<file path="config.mk">
export PLATFORM = sky130hd
export DESIGN_NAME = hazard_ctrl
export DESIGN_NICKNAME = d
export VERILOG_FILES = /design/src/rtl/hazard_ctrl_pkg.sv /design/src/rtl/hazard_loaduse_cmp.sv /design/src/rtl/hazard_ctrl.sv
export SDC_FILE = /design/constraint.sdc
export NUM_CORES = 1
export LEC_CHECK = 0
export BUFFER_PORTS_ARGS = -buffer_cell sky130_fd_sc_hd__clkbuf_2
export CAP_MARGIN = 20
export CORE_MARGIN = 5
export CORE_UTILIZATION = 46
export CTS_BUF_LIST = sky130_fd_sc_hd__clkbuf_16
export DETAILED_ROUTE_END_ITERATION = 12
export PLACE_DENSITY = 0.75
export RECOVER_POWER = 100
export SYNTH_ARGS = -nofsm -noshare
export SYNTH_HDL_FRONTEND = slang
export SYNTH_SLANG_ARGS = --single-unit
</file>
<file path="constraint.sdc">
create_clock -name clock -period 1.9 [get_ports clock]
set_input_delay 0.095 -clock clock [delete_from_list [all_inputs] [get_ports clock]]
set_output_delay 0.095 -clock clock [all_outputs]
set_load 0.005 [all_outputs]
</file>
<file path="src/rtl/hazard_ctrl_pkg.sv">
// Shared pipeline-control definitions: FSM encoding and register-field constants.
package hazard_ctrl_pkg;

  localparam int unsigned REG_AW = 5;
  localparam logic [REG_AW-1:0] REG_ZERO = 5'd0;

  typedef enum logic {
    ST_RUN   = 1'b0,
    ST_MULTI = 1'b1
  } state_e;

endpackage

</file>
<file path="src/rtl/hazard_loaduse_cmp.sv">
// Load-use comparator: flags an ID source register that matches a pending load
// destination sitting in the ID/EX register. Purely combinational.
module hazard_loaduse_cmp
  import hazard_ctrl_pkg::*;
(
  input  logic              ex_memread,
  input  logic [REG_AW-1:0] ex_rt,
  input  logic [REG_AW-1:0] id_rs,
  input  logic [REG_AW-1:0] id_rt,
  input  logic              id_uses_rt,
  output logic              loaduse
);

  // Register zero is hard-wired, so a load targeting it never creates a dependency.
  always_comb begin
    loaduse = ex_memread && (ex_rt != REG_ZERO) &&
              ((ex_rt == id_rs) || (id_uses_rt && (ex_rt == id_rt)));
  end

endmodule

</file>
<file path="src/rtl/hazard_ctrl.sv">
// Pipeline hazard controller: produces PC / IF/ID / ID/EX write enables and
// flushes for load-use bubbles, EX redirects and multi-cycle EX holds, and
// counts stalled cycles in a saturating counter.
module hazard_ctrl
  import hazard_ctrl_pkg::*;
#(
  parameter int unsigned MULTI_CYCLES = 4,
  parameter int unsigned CNT_W        = 8,
  parameter int unsigned PERF_W       = 16
) (
  input  logic              clock,
  input  logic              reset,
  input  logic [REG_AW-1:0] id_rs,
  input  logic [REG_AW-1:0] id_rt,
  input  logic              id_uses_rt,
  input  logic              ex_memread,
  input  logic [REG_AW-1:0] ex_rt,
  input  logic              ex_redirect,
  input  logic              ex_multi,
  output logic              pc_write,
  output logic              if_id_write,
  output logic              if_id_reset,
  output logic              id_ex_write,
  output logic              id_ex_reset,
  output logic              busy,
  output logic [PERF_W-1:0] stall_cycles
);

  localparam logic [CNT_W-1:0] CNT_LOAD = CNT_W'((MULTI_CYCLES > 1) ? MULTI_CYCLES - 2 : 0);
  localparam bit               MULTI_EN = (MULTI_CYCLES > 1);

  state_e            state_q, state_d;
  logic [CNT_W-1:0]  cnt_q, cnt_d;
  logic [PERF_W-1:0] stall_q, stall_d;
  logic              loaduse;

  hazard_loaduse_cmp u_loaduse_cmp (
    .ex_memread (ex_memread),
    .ex_rt      (ex_rt),
    .id_rs      (id_rs),
    .id_rt      (id_rt),
    .id_uses_rt (id_uses_rt),
    .loaduse    (loaduse)
  );

  assign stall_cycles = stall_q;

  // Next-state, counter and control outputs; all controls act in the cycle the condition is seen.
  always_comb begin
    // NOTE: every output gets a default before any branch so no path leaves a latch behind.
    state_d     = state_q;
    cnt_d       = cnt_q;
    pc_write    = 1'b0;
    if_id_write = 1'b0;
    if_id_reset = 1'b0;
    id_ex_write = 1'b0;
    id_ex_reset = 1'b0;
    busy        = 1'b0;

    if (reset) begin
      if_id_reset = 1'b1;
      id_ex_reset = 1'b1;
      state_d     = ST_RUN;
      cnt_d       = '0;
    end else begin
      unique case (state_q)
        ST_RUN: begin
          if (ex_redirect) begin
            pc_write    = 1'b1;
            if_id_write = 1'b1;
            id_ex_write = 1'b1;
            if_id_reset = 1'b1;
            id_ex_reset = 1'b1;
          end else if (ex_multi && MULTI_EN) begin
            cnt_d   = CNT_LOAD;
            state_d = ST_MULTI;
          end else if (loaduse) begin
            id_ex_reset = 1'b1;
          end else begin
            pc_write    = 1'b1;
            if_id_write = 1'b1;
            id_ex_write = 1'b1;
          end
        end
        ST_MULTI: begin
          busy = 1'b1;
          if (cnt_q != '0) begin
            cnt_d = cnt_q - 1'b1;
          end else begin
            // Release cycle: the held op leaves EX; only load-use can still stall.
            state_d = ST_RUN;
            if (loaduse) begin
              id_ex_reset = 1'b1;
            end else begin
              pc_write    = 1'b1;
              if_id_write = 1'b1;
              id_ex_write = 1'b1;
            end
          end
        end
        default: state_d = ST_RUN;
      endcase
    end

    stall_d = stall_q;
    if (reset) begin
      stall_d = '0;
    end else if (!pc_write && (stall_q != {PERF_W{1'b1}})) begin
      stall_d = stall_q + 1'b1;
    end
  end

  // State, counter and perf-counter registers with synchronous reset.
  always_ff @(posedge clock) begin
    // NOTE: non-blocking assignments keep every flop sampling pre-edge values.
    if (reset) begin
      state_q <= ST_RUN;
      cnt_q   <= '0;
      stall_q <= '0;
    end else begin
      state_q <= state_d;
      cnt_q   <= cnt_d;
      stall_q <= stall_d;
    end
  end

endmodule

</file>
==> metrics.cfg <==
[placed_design]
hpwlAfterDp_um = 2900
io_buffers = 42
dp_cells = 291
routabilityCongestion = 0.8857
placed_area_mm2 = 0.001992

[final_layout]
final_common_cell = clkbuf_2
syn2layout_area_growth_pct = 59.25
fillers = 201
most-common-layout-cells = clkbuf_2, buf_4, dfxtp_1, nor2_1, a21oi_1
drive_gt1_frac = 0.5191
final_area_mm2 = 0.002381
n_antenna_cell = 0
num-nets-final = 286
final_util = 0.7736
layout.cells.non_filler = 306

[cts]
clock_latency_ps = 270
cts-root-buf = clkbuf_16
clock_path_buffers = 2
htree_levels = 1
cts_tree = yes
cts.hold.buffers_added = 0
cts_buffers = 3
clk_pin_slew_ps = 70
clkSinkCount = 25

[global_routing]
grt_pass1_vias = 1601
grt_first_pass_wirelength_um = 6900
antenna_found_initial = 0
grt_overflow_total = 0
gr-usage-all-layers = 0.1989
grt_max_degree = 29

[detailed_routing]
via_per_inst = 5.627
wl_met2_um = 2671
ant_nets = 0
route.top_layer_used = met4
met1Wirelength_um = 1976
routed_wl_um = 4947
firstDrtPassIters = 4
drc = 0
wire_per_inst_um = 16.17
drt_iter0_drc = 132
route.vias.total = 1722
route.met3.wl_um = 160

[die]
die_h_um = 67.01
rows = 20
start_util = 0.4858
die_w_um = 67.01
coreArea_mm2 = 0.003078
die_area_mm2 = 0.004490
io_pins = 43

[setup_path]
reg2reg_depth = 6
crit_required_ps = 2090
cp-startpoint = stall_cycles[8]
worst-r2r-setup-slack_ps = -210
crit_type = flop to flop
worstPathArrival_ps = 2300
worst_setup_path_start_kind = flop
end_kind = flop
rr_endpoint = stall_cycles[15]
reg2reg_from = stall_cycles[8]
worst-path-max-fanout = 6

[sta]
fin_skew_ps = 7.810
tightest_slew_ps = 374.2
setup_ws_ps = -209.7
rsz0062_at_grt = true
setup_viol = 19
fin_crit_sh = 1.110
hold_viol_final = 0
period_needed_ps = 2110
drv_slew = 0
fmax_mhz = 474.0
slew_headroom = 0.7505

[hold_path]
whs_endpoint = cnt_q[3]
hold-path-cell-count = 4
hold_class = input port to flop
min_from = reset

[logic_synthesis]
netlist_area_mm2 = 0.001495
seq_area_frac_synth = 0.3347
async_flop_share = 0
ys_types = 38
synth.avg_cell_area_um2 = 8.170
ys_warn_count = 0
ys_seq_elements = 25
synthesis.nets = 206
synth_edf_count = 0
postSynthCellCount = 183
synth_ff_type = dfxtp_1

[run_status]
status = finished with violations
violations = negative setup slack

[flow_run]
drv_cap = 0

[power]
p_total_w = 0.001493
peakVddDrop_uv = 413.6
p_leak_nw = 0.9397
powerDensity_mw_per_mm2 = 626.9

==> cells by family (layout without fill, tap and decap cells) <==
kind of cell             after synthesis  in the layout  synth area share
AO/OA/AOI/OAI                         41             41            0.1657
XOR/XNOR                              13             13           0.07615
multiplexers                           4              4           0.03012
flip-flops                            25             25            0.3347
AND/OR/NAND/NOR                       83             83            0.3205
buffers and inverters                 15             94           0.05606
adder cells (fa/ha/maj)                2              2           0.01673
==> cell usage after synthesis (2+ instances only) <==
master	count	share of area
dfxtp_1	25	0.33
a21oi_1	20	0.067
nor2_1	19	0.048
or4_1	12	0.060
xor2_1	11	0.064
o31ai_1	9	0.045
nand2_1	8	0.020
nor2b_1	7	0.029
nand3_1	6	0.020
o21ai_0	6	0.020
clkbuf_1	5	0.013
mux2_2	4	0.030
nand4_1	4	0.017
nor3_1	4	0.013
nor4_1	4	0.017
or3_1	4	0.017
and2_1	3	0.013
buf_4	3	0.015
inv_1	3	0.0075
nand2b_1	3	0.013
and4_1	2	0.012
buf_6	2	0.015
ha_1	2	0.017
o21ai_2	2	0.012
xnor2_1	2	0.012
==> per-stage QoR <==
stage	hold WS, ps	worst slack, ps	setup TNS [ps]
global placement	484.7	-121.3	-1007
CTS	266.5	-186.7	-2059
finish	264.1	-209.7	-3097
detailed placement	496.0	-186.0	-2092
floorplan	312.3	-62.42	-285.6
global route	287.0	-296.7	-4618
==> state kept, by name, indices dropped and copies added (netlist names) <==
name,cells
stall_cycles,16
cnt_q,8
state_q,1
==> final cells by class <==
type	instances	area (µm²)	area share
clock buffers	3	75.07	0.03153
clock inverters	1	7.507	0.003153
inverters	4	17.52	0.007357
multi-input cells	143	1145	0.4808
flip-flops and latches	25	504.2	0.2118
well taps	44	55.05	0.02312
repair buffers	84	561.8	0.2359
repair inverters	2	15.01	0.006306
==> layer usage <==
layer / vias up / GRT usage
met5: - / 0
met4: 0 / 0.07848
met3: 17 / 0.04216
met2: 53 / 0.3607
met1: 825 / 0.2224
li1: 827 / -
==> repair_timing <==
item,CTS,global route
pin swaps,0,20
setup endpoints to repair,23,22
resized for setup,4,43
setup buffers,7,2
cloned,1,1
==> critical path: stages, from the launching register on <==
cell and delay (ps):
dfxtp_1 440, and4_1 270, and2_1 180, and4_1 240, nand4_1 190, or4_1 560
a21oi_1 160
==> worst max-delay path by stage <==
stage                            end  slack, ps
finish              stall_cycles[15]       -210
global route         stall_cycles[4]       -300
CTS                      if_id_write       -190
detailed placement   stall_cycles[2]       -190
global placement     stall_cycles[2]       -120
floorplan            stall_cycles[7]        -60
==> report_power, final <==
part           internal [W]  switching, W  total, W
combinational      0.000232      0.000211  0.000443
sequential         0.000550     0.0000162  0.000566
clock              0.000286      0.000197  0.000483
total               0.00107      0.000424   0.00149
Note: power is estimated with default switching activity, not from simulation.
